==> src/rtl/dvp_sensor_emulator.sv <==
// dvp_sensor_emulator: OV7670-style Pclk/Vsync/Href/Imagen source with built-in test patterns or frame-buffer readout.
module dvp_sensor_emulator #(
  parameter int H_ACTIVE    = 640,
  parameter int H_BLANK     = 144,
  parameter int V_ACTIVE    = 480,
  parameter int VSYNC_LINES = 3,
  parameter int V_BACK      = 17,
  parameter int V_FRONT     = 10,
  parameter int PCLK_HALF   = 2
) (
  input  logic        clk,
  input  logic        rst,
  input  logic        en,
  input  logic [1:0]  pat_sel,
  input  logic [7:0]  dat_i,
  output logic [18:0] adr_o,
  output logic        Pclk,
  output logic        Vsync,
  output logic        Href,
  output logic [7:0]  Imagen,
  output logic [7:0]  frame_cnt,
  output logic        busy
);
  localparam int PW = $clog2(PCLK_HALF);
  localparam logic [PW-1:0] PH_L = PW'(PCLK_HALF - 1);
  localparam logic [15:0] XL = 16'(H_ACTIVE + H_BLANK - 1);
  localparam logic [15:0] HA = 16'(H_ACTIVE);
  localparam logic [15:0] BL = 16'(H_ACTIVE / 8 - 1);
  localparam logic [63:0] BARS = 64'hFF_E0_1C_03_FC_1F_E3_00;
  typedef enum logic [2:0] {IDLE, VSYNC, VBACK, ACTIVE, VFRONT} state_t;
  state_t r_state, w_nst;
  logic [PW-1:0] r_ph;
  logic [15:0] r_x, r_y, r_bcnt, w_nx, w_ny, w_last, w_bcnt;
  logic [2:0] r_bar, w_bar;
  logic [1:0] r_mode;
  logic [18:0] r_acnt;
  logic [7:0] w_pix;
  logic w_wrap, w_fall, w_rise, w_eol, w_eos, w_act, w_start, w_bend;
  assign w_wrap = r_ph == PH_L;
  assign w_fall = w_wrap & Pclk;
  assign w_rise = w_wrap & ~Pclk;
  // Next raster position: what the coming fall event will present.
  always_comb begin
    w_last = 16'((r_state == VSYNC ? VSYNC_LINES : r_state == VBACK ? V_BACK :
                  r_state == ACTIVE ? V_ACTIVE : V_FRONT) - 1);
    w_eol = r_x == XL;
    w_eos = w_eol && r_y == w_last;
    w_nst = r_state == IDLE ? (en ? VSYNC : IDLE) :
            !w_eos ? r_state :
            r_state == VSYNC ? VBACK :
            r_state == VBACK ? ACTIVE :
            r_state == ACTIVE ? VFRONT : (en ? VSYNC : IDLE);
    w_nx = (r_state == IDLE || w_eol) ? '0 : r_x + 16'd1;
    w_ny = (r_state == IDLE || w_eos) ? '0 : r_y + 16'(w_eol);
    w_act = w_nst == ACTIVE && w_nx < HA;
    w_start = w_nst == VSYNC && (r_state == IDLE || w_eos);
    w_bend = r_bcnt == BL;
    w_bar = w_nx == '0 ? '0 : r_bar + 3'(w_bend);
    w_bcnt = (w_nx == '0 || w_bend) ? '0 : r_bcnt + 16'd1;
    w_pix = r_mode == 2'd0 ? BARS[{~w_bar, 3'b000} +: 8] :
            r_mode == 2'd1 ? w_nx[7:0] :
            r_mode == 2'd2 ? frame_cnt : dat_i;
  end
  always_ff @(posedge clk) begin
    if (rst) begin
      r_ph <= '0;
      Pclk <= 1'b0;
      Vsync <= 1'b0;
      Href <= 1'b0;
      Imagen <= '0;
      busy <= 1'b0;
      frame_cnt <= '0;
      adr_o <= '0;
      r_state <= IDLE;
      r_x <= '0;
      r_y <= '0;
      r_bar <= '0;
      r_bcnt <= '0;
      r_mode <= '0;
      r_acnt <= '0;
    end else begin
      r_ph <= w_wrap ? '0 : r_ph + PW'(1);
      if (w_wrap) Pclk <= ~Pclk;
      if (w_rise && w_act) begin
        adr_o <= r_acnt;
        r_acnt <= r_acnt + 19'd1;
      end
      if (w_fall) begin
        r_state <= w_nst;
        r_x <= w_nx;
        r_y <= w_ny;
        Vsync <= w_nst == VSYNC;
        Href <= w_act;
        busy <= w_nst != IDLE;
        Imagen <= w_act ? w_pix : '0;
        if (w_act) begin
          r_bar <= w_bar;
          r_bcnt <= w_bcnt;
        end
        if (r_state == VFRONT && w_eos) frame_cnt <= frame_cnt + 8'd1;
        if (w_start) begin
          r_mode <= pat_sel;
          adr_o <= '0;
          r_acnt <= '0;
        end
      end
    end
  end
endmodule

==> config.mk <==
export PLATFORM = sky130hd
export DESIGN_NAME = dvp_sensor_emulator
export DESIGN_NICKNAME = d
export VERILOG_FILES = /design/src/rtl/dvp_sensor_emulator.sv
export SDC_FILE = /design/constraint.sdc
export NUM_CORES = 1
export LEC_CHECK = 0
export CAP_MARGIN = 15
export CORE_MARGIN = 2
export CORE_UTILIZATION = 45
export CTS_CLUSTER_SIZE = 16
export DETAILED_ROUTE_END_ITERATION = 10
export HOLD_SLACK_MARGIN = 0.02
export PLACE_DENSITY = 0.77
export SKIP_CTS_REPAIR_TIMING = 1
export SYNTH_ARGS = -nofsm -noshare
export SYNTH_HDL_FRONTEND = slang
export SYNTH_SLANG_ARGS = --single-unit
==> constraint.sdc <==
create_clock -name clk -period 9.8 [get_ports clk]
set_input_delay 0.98 -clock clk [delete_from_list [all_inputs] [get_ports clk]]
set_output_delay 0.98 -clock clk [all_outputs]
set_load 0.02 [all_outputs]
==> results.md, run 1 <==
Run status:
- The flow ran to the end, and the final reports show no timing, DRC or antenna violations.

Timing:
- Setup repair after global routing left no endpoint under its margin.
- Of the available clock period, the critical path in the final layout requires 45.55%.
- Based on the critical path, the design can be clocked at up to around 0.22 GHz.
- Setup violations remaining at the end of the flow were counted as 0.
- The clock period could shrink to 4464 ps.
- The number of endpoints with negative hold slack in the final report is 0.
- Headroom to the max-slew limit came out at about a third.
- In the final timing run, aggregate negative setup slack is 0 ps.
- The transition time at the pin with the least slew margin is roughly 1000 ps.
- Clock skew on the completed layout was measured at 8.680 ps.
- The count of final max-slew check failures came to 0.

CTS:
- The H-tree generated during clock tree synthesis spans 4 levels.
- The clock insertion delay at the later pin of the skew report is 420 ps.
- Counting along the longest clock path gives a buffer depth of 2.
- The TritonCTS buffer count is 17.
- The clock edge transition at the registers on the reported setup and hold paths is 50 ps.
- TritonCTS built the clock tree.
- Clock tree synthesis found a total of around 120 sinks.
- The CTS root buffer is sky130_fd_sc_hd__clkbuf_16.

Synthesis:
- Sorting the synthesized cells by area gives the leading types as sky130_fd_sc_hd__dfxtp_1 (39%), sky130_fd_sc_hd__a21oi_1 (6.6%), sky130_fd_sc_hd__nand2_1 (6.6%), sky130_fd_sc_hd__nor2_1 (4.0%), sky130_fd_sc_hd__mux2i_1 (3.9%).
- Sorting the synthesized cells by how often they occur yields sky130_fd_sc_hd__dfxtp_1 (115), sky130_fd_sc_hd__nand2_1 (105), sky130_fd_sc_hd__a21oi_1 (79).
- A synthesized cell averages between 7 and 8 um2.
- The post-synthesis share of cell area spent on full adders, half adders and majority gates is 1.884%.
- Summed over all instances, the cell type with the most area after synthesis is sky130_fd_sc_hd__dfxtp_1.
- The mux cell area share after synthesis is 4.041%.
- Yosys instantiated no cell more often than sky130_fd_sc_hd__dfxtp_1.
- Summing the sequential cell areas from Yosys gives between 30% and 40% of the chip area.
- After technology mapping, the gate count stands at between 700 and 800.
- The share of the synthesized area in compound gates (AO/OA/AOI/OAI) is roughly 17%.
- The largest family of logic cells by synthesized area is simple AND/OR/NAND/NOR gates.
- The net count after synthesis is just under 800.
- The number of different library cells in the post-synthesis netlist is 59.
- The post-synthesis async set-or-reset flop share is 0%.
- The total of flip-flops plus latches after synthesis is about 120.
- The dominant synthesized flop cell is sky130_fd_sc_hd__dfxtp_1.
- In this run, synthesis inferred 0 flip-flops with an integrated enable.
- The number of warnings printed during yosys synthesis is 0.
- The area share of the largest cell type after synthesis is between 30% and 40%.
- The simple-gate portion of the synthesized area is between 20% and 30%.
- After Yosys synthesis, XOR and XNOR cells account for 5.423% of the synthesized area.
- The area of the mapped netlist is about 6000 um2.

Die:
- The height of the die is between 100 and 150 um.
- The area of the core region is about 13000 um2.
- The number of top-level design ports is 52.
- The number of cell rows is 42.
- The die covers 14220 um2.
- The die boundary width is about 120 um.
- Once the floorplan was initialized, standard cells occupied 45.67% of the core.

Pwr:
- The static power due to leakage is ~2.3 nW.
- Summing internal, switching and leakage power gives around 1.1 mW.
- VDD sags by at most about 0.00014 V.
- The power per cell area is 152.3 nW/um2.

Hold path:
- The worst hold path was traced through 2 stages.
- The tightest min-delay check is of the register to register type.

Layout:
- In the final design database the tool counted about 800 nets.
- The sequential cells in the finished layout cover a total of 2302 um2.
- Compared with the post-synthesis result, the final layout area differs by 18.80%.
- The fraction of layout cells with a size suffix above 1 is under 10%.
- The repair_antennas step left the layout with diodes totalling 0.
- Summing all multi-input logic gate instances after layout gives around 3500 um2.
- The number of fill cells is about 1200.
- For this run, the share of the core covered by cells in the final layout is a little over half.

Placed design:
- After legalization and detailed placement, the total HPWL measured 9329 um.
- The congestion estimate from routability-driven global placement came to 0.8356.
- The count of buffers added on input and output ports is 51.

Route:
- After detailed routing, the average wire length per cell comes to approximately 14 um.
- The top metal layer carrying routed signals is met4.
- The count of vias placed by the detailed router is 5464.
- In the routed layout, each cell is associated on average with a via count of 5.639.
- The wire length on met2 is ~6400 um.
- For this block, wires on met1 add up to 6632 um.
- The number of violations reported at the end of detailed-routing iteration 0 is 417.
- The final layout contains routed wiring with a total length of roughly 14000 um.
- In the routed design, unresolved DRC markers number 0.
- The first-pass detailed-route iteration total is 5.
- The residual antenna-violating net count after detailed routing is 0.
- The routed design uses 754 um of met3 wire.

Worst setup path:
- The arrival time at the worst endpoint is 4820 ps.
- For the worst flop-to-flop path, the logic depth is 11.
- The worst setup path is captured at a register.
- The largest fanout on the critical path is 17.
- The sort of element at the start of the critical path is a register.
- Data on the critical path is required at its endpoint by just over 10000 ps.
- The critical path is of the register to register type.

Job:
- Across the run, the number of max-cap violations was 0.

GRT:
- The initial antenna violation count came to 0.
- The global-route wire length before repair is 23880 um.
- Global routing used between 20 and 25% of the available tracks.
- After global routing the overflow that remains totals 0.
- The via count of the first global-routing pass is about 5000.
- Entering global routing, the biggest net connects 54 pins.
-- cell type report --
type,count,area share [%]
clock inverters,10,1.234
multi-input cells,581,48.85
repair buffers,56,7.649
flip-flops and latches,115,32.43
well taps,176,3.102
inverters,10,0.5287
clock buffers,21,6.204
-- per-layer routing --
layer	global-route usage (%)	vias up
li1	-	2762
met1	27.66	2550
met2	32.36	135
met3	5.077	17
met4	6.473	0
met5	0	-
-- power breakdown --
part	internal (mW)	leakage [nW]	switching, mW
logic	0.0177	1.14	0.0342
clock network	0.344	0.256	0.212
registers	0.470	0.927	0.00353
-- layout by cell type, fill, tap and decap left out, types with 6 or more instances in the layout --
cell | netlist | final
sky130_fd_sc_hd__mux2i_1 | 23 | 23
sky130_fd_sc_hd__nand4_1 | 14 | 14
sky130_fd_sc_hd__o21ai_1 | 9 | 10
sky130_fd_sc_hd__or3_1 | 20 | 20
sky130_fd_sc_hd__or4_1 | 15 | 15
sky130_fd_sc_hd__o31ai_1 | 13 | 13
sky130_fd_sc_hd__nand3_1 | 32 | 32
sky130_fd_sc_hd__nand2_1 | 105 | 105
sky130_fd_sc_hd__inv_1 | 10 | 10
sky130_fd_sc_hd__a21oi_1 | 79 | 79
sky130_fd_sc_hd__ha_1 | 9 | 9
sky130_fd_sc_hd__o211ai_1 | 8 | 8
sky130_fd_sc_hd__xor2_1 | 18 | 18
sky130_fd_sc_hd__clkdlybuf4s50_1 | 0 | 50
sky130_fd_sc_hd__and3_1 | 16 | 16
sky130_fd_sc_hd__dfxtp_1 | 115 | 115
sky130_fd_sc_hd__clkbuf_16 | 0 | 17
sky130_fd_sc_hd__o21ai_0 | 38 | 37
sky130_fd_sc_hd__nor4_1 | 15 | 15
sky130_fd_sc_hd__nor2_1 | 63 | 63
sky130_fd_sc_hd__nand3b_1 | 6 | 6
sky130_fd_sc_hd__nor3_1 | 10 | 9
sky130_fd_sc_hd__nand2b_1 | 6 | 6
sky130_fd_sc_hd__xnor2_1 | 19 | 19
-- flip-flops by register name, summed over array words and instances (netlist names) --
signal	count
Href	1
Pclk	1
r_acnt	19
r_state	3
frame_cnt	8
r_ph	1
r_bar	3
adr_o	19
Imagen	8
r_y	16
r_mode	2
busy	1
r_x	16
Vsync	1
r_bcnt	16
-- path summary, 6_finish.rpt --
path                    from          to  slack [ps]
hold / removal     adr_o[16]   adr_o[16]         450
setup / recovery  r_state[0]  r_acnt[18]        5340
hold reg to reg    adr_o[16]   adr_o[16]         450
setup reg to reg  r_state[0]  r_acnt[18]        5340
-- critical path, stage by stage (launching register included) --
cell and delay, ps:
sky130_fd_sc_hd__dfxtp_1 660, sky130_fd_sc_hd__xnor2_1 180, sky130_fd_sc_hd__or2_2 300, sky130_fd_sc_hd__ha_1 260
sky130_fd_sc_hd__or2_2 290, sky130_fd_sc_hd__a2111o_1 430, sky130_fd_sc_hd__a211o_4 380, sky130_fd_sc_hd__nor2_8 130
sky130_fd_sc_hd__xnor2_1 280, sky130_fd_sc_hd__or4b_1 880, sky130_fd_sc_hd__or4_1 550, sky130_fd_sc_hd__nand2_1 80
-- metrics by stage --
stage | instance area, um2 | setup slack, ps | hold WS [ps] | cells
after global routing | 7099 | 5101 | 473.9 | 969
after global placement | 6571 | 5411 | 442.8 | 938
after CTS | 7099 | 5360 | 457.8 | 969
after detailed placement | 6571 | 5353 | 445.5 | 938
final | 7099 | 5336 | 451.3 | 969
after floorplan | 5976 | 6126 | 429.8 | 747
-- cells by family (layout without fill, tap and decap cells) --
family,after synthesis,in the layout
simple gates,339,339
fa+ha+maj,9,9
mux,24,24
xor+xnor,37,37
buf+inv,51,97
compound gates,172,172
flops,115,115
No activity file was read; power rests on OpenSTA's default activity.
==> inputs of run 2 (changes only) <==
==> constraint.sdc (replaced) <==
create_clock -name clk -period 4.7 [get_ports clk]
set_input_delay 0.47 -clock clk [delete_from_list [all_inputs] [get_ports clk]]
set_output_delay 0.47 -clock clk [all_outputs]
set_load 0.02 [all_outputs]
==> run 2 against run 1 <==
Utilization is 0.67 points higher; sequential share of layout area is 0.40 points lower; register-to-register slack worse by 4600 ps; sequential cell count stayed put; first-iteration DRC count is 12% lower; combinational power is 130% higher; critical path depth is 1 higher; critical path type unchanged; clock skew hardly changed; worst hold slack worse by 1.6 ps; cell count is 0.83% higher; highest routed layer unchanged.
==> results.md, run 2 (synthesis results as in run 1) <==
Pwr:
- The switching part of the total power was 23.73% (+0.61 points).
- The power per cell area is 323.5 nW/um2 (+110%).
- The clock share of power is 52.7% (+1.3 points).
- The switching power is 551.8 uW (+120%).
- The sequential power share is 42.3% (-1.5 points).
- The cell-internal power was 1.773 mW (+110%).
- The static power due to leakage came to 2.367 nW (+2.0%).
- The overall power consumption was 2.325 mW (+110%).
- The highest ir drop seen on vdd came to 0.0003322 V (+140%).
- The part of the power in combinational logic is 5.0% (+0.2 points).

GRT:
- The global-route wire length before repair was 24740 um (+3.6%).
- The overall track demand over capacity in global routing came to 21.16% (+0.63 points).
- The initial antenna violation count was 0 (unchanged).
- The pin count of the biggest net entering global routing is 54 (unchanged).
- The sum of overflow across all layers after global routing is 0 (unchanged).
- The via count of the first global-routing pass is 5168 (+5.0%).

Placed design:
- The number of input and output port buffers inserted is 51 (unchanged).
- The post-detailed-placement cell area was 6624 um2 (+0.80%).
- The routability-driven placement congestion ratio is 0.8236 (-1.4%).
- The post-placement worst setup slack is 759.9 ps (-4593 ps).
- The total half-perimeter wirelength after legalization and detailed placement came to 9717 um (+4.2%).

CTS:
- The clock edge transition at the registers on the reported setup and hold paths is 60 ps (about the same).
- The TritonCTS sink count came to 115 (unchanged).
- The clock insertion delay at the later pin of the skew report is 420 ps (about the same).
- The clock tree from TritonCTS is yes.
- The count of H-tree levels built during CTS is 4 (unchanged).
- The TritonCTS buffer count came to 17 (unchanged).
- The largest buffer count on any clock path is 2 (unchanged).
- The root buffer cell chosen for the clock tree is sky130_fd_sc_hd__clkbuf_16.

Die:
- The height of the die was 119.2 um (unchanged).
- The die boundary width came to 119.2 um (unchanged).
- The area of the core region is 13090 um2 (unchanged).
- The number of cell rows came to 42 (unchanged).
- The number of top-level design ports is 52 (unchanged).
- The starting density of the core is 45.67% (unchanged).
- The area enclosed by the die boundary was 14220 um2 (unchanged).

Worst setup path:
- The largest fanout on the critical path was 17 (unchanged).
- The data required time at the worst endpoint is 5060 ps (-5100 ps).
- STA classifies the critical path startpoint as a register.
- By startpoint and endpoint, the worst setup path is classified as register to register.
- The critical path capture point type is a register.
- In this run the critical register-to-register path is captured at r_acnt[18].
- The depth of the worst register-to-register path was 12 (+1).
- Following the worst setup path forward leads to its endpoint at r_acnt[18].
- The launch point of the worst reg-to-reg path is r_state[2].
- The register-to-register path setup slack was 700 ps (-4630 ps).
- In this run the worst setup path begins at r_state[2].
- The arrival time at the worst endpoint is 4360 ps (-460 ps).

Layout:
- The area added between synthesis and finish is 20.27%.
- The commonest non-fill, non-tap cell in the layout is sky130_fd_sc_hd__dfxtp_1.
- The layout net count is 810 (+0.87%).
- The fraction of layout cells with a size suffix above 1 was 7.366% (+1.3 points).
- In the final layout, the registers with the most flip-flops are adr_o: 19 flops, r_acnt: 19 flops.
- In the layout the commonest cells are sky130_fd_sc_hd__dfxtp_1 (115), sky130_fd_sc_hd__nand2_1 (105), sky130_fd_sc_hd__a21oi_1 (79).
- The number of fill cells came to 1209 (+1.6%).
- The antenna diode instance count is 0 (unchanged).
- The cell area after layout is 7187 um2 (+1.2%).

Route:
- The routed length on met3 came to 693 um (-8.1%).
- The first-pass detailed-route iteration total is 5 (unchanged).
- The residual antenna-violating net count after detailed routing is 0 (unchanged).
- The number of violations reported at the end of detailed-routing iteration 0 was 365 (-12%).
- The count of vias placed by the detailed router was 5522 (+1.1%).
- The final routed wire length divided by cell count is 14.83 um (+2.7%).
- Routed signal wires occupy layers up through met4.
- The wire length on met2 is 6666 um (+4.0%).
- The remaining design rule violation count is 0 (unchanged).
- The wire length on met1 was 6944 um (+4.7%).
- The total wire length is 14490 um (+3.5%).
- The via count normalized by instance count is 5.652 (+0.23%).

Timing:
- The clock tree skew after final layout is 9.112 ps (+0.4322 ps).
- The relative max-transition margin came to 53.83% (+21 points).
- The worst setup margin is 701.7 ps (-4634 ps).
- The ratio of final minimum period to clock period is 85.07% (+40 points).
- The final setup violation count is 0 (unchanged).
- The number of endpoints with negative hold slack in the final report was 0 (unchanged).
- The count of final max-slew check failures is 0 (unchanged).
- The maximum operating frequency is 0.2501 GHz (+12%).
- The time the final worst path needs with I/O delays and setup is 3998 ps (-465.5 ps).
- The sum of negative setup slack is 0 ps (unchanged).
- Setup repair after global routing left no endpoint under its margin.
- The transition time at the pin with the least slew margin is 692.6 ps (-322.3 ps).

Hold path:
- The path class of the tightest hold or removal check is register to register.

Run status:
- The run finished with clean final reports.

Job:
- The max-cap violation count was 0 (unchanged).
run 2: power by group through the flow:
| stage | clock, mW | sequential [mW] | combinational (mW) |
|---|---|---|---|
| 6_report | 1.22 | 0.983 | 0.117 |
| 5_1_grt | 1.28 | 0.983 | 0.129 |
| 4_1_cts | 1.24 | 0.983 | 0.117 |
| 3_5_place_dp | 0 | 1.00 | 0.116 |
| 3_3_place_gp | 0 | 1.00 | 0.116 |
| 2_1_floorplan | 0 | 1.00 | 0.0750 |
run 2: critical path, stage by stage, from the launching register on:
cell                       delay (ps)
sky130_fd_sc_hd__dfxtp_1          530
sky130_fd_sc_hd__inv_1            120
sky130_fd_sc_hd__nand2_1          170
sky130_fd_sc_hd__inv_1            120
sky130_fd_sc_hd__ha_1             250
sky130_fd_sc_hd__or2_2            280
sky130_fd_sc_hd__a2111o_1         430
sky130_fd_sc_hd__a211o_4          380
sky130_fd_sc_hd__nor2_8           130
sky130_fd_sc_hd__xnor2_1          110
sky130_fd_sc_hd__or4b_1           780
sky130_fd_sc_hd__or4_1            550
sky130_fd_sc_hd__nand2_1           70
run 2: worst min-delay path by stage:
stage / from / end / slack (ps) / cells after the start
2_1_floorplan: r_ph / r_ph / 430 / 1
3_3_place_gp: Imagen[1] / Imagen[1] / 440 / 2
3_5_place_dp: adr_o[1] / adr_o[1] / 440 / 2
4_1_cts: adr_o[15] / adr_o[15] / 460 / 2
5_1_grt: adr_o[11] / adr_o[11] / 470 / 2
6_report: adr_o[15] / adr_o[15] / 450 / 2
run 2: cell type report:
cell class              instances  area, um2  area share [%]
flip-flops and latches        115       2302           32.03
well taps                     176      220.2           3.064
clock inverters                12      106.4           1.480
repair buffers                 63      595.6           8.287
clock buffers                  20      456.7           6.354
multi-input cells             581       3468           48.26
inverters                      10      37.54          0.5223
run 2: through the flow:
stage                     hold WS [ps]  std cells  util, %
after global placement           439.5        945    50.62
after detailed placement         444.8        945    50.62
after global routing             470.5        977    54.92
final                            449.7        977    54.92
after CTS                        455.3        977    54.92
after floorplan                  429.8        747        -
run 2: routing by layer:
layer / vias up / global-route usage [%]
li1: 2789 / -
met1: 2602 / 28.94
met2: 119 / 32.83
met3: 12 / 4.933
met4: 0 / 7.068
met5: - / 0
==> inputs of run 3 (changes only) <==
--- a/config.mk
+++ b/config.mk
@@ -13,6 +13,7 @@
 export HOLD_SLACK_MARGIN = 0.02
 export PLACE_DENSITY = 0.77
 export SKIP_CTS_REPAIR_TIMING = 1
+export SLEW_MARGIN = 20
 export SYNTH_ARGS = -nofsm -noshare
 export SYNTH_HDL_FRONTEND = slang
 export SYNTH_SLANG_ARGS = --single-unit
==> results of run 3 <==
Same layout as run 2: the final DEF is identical, and so are final timing and power.
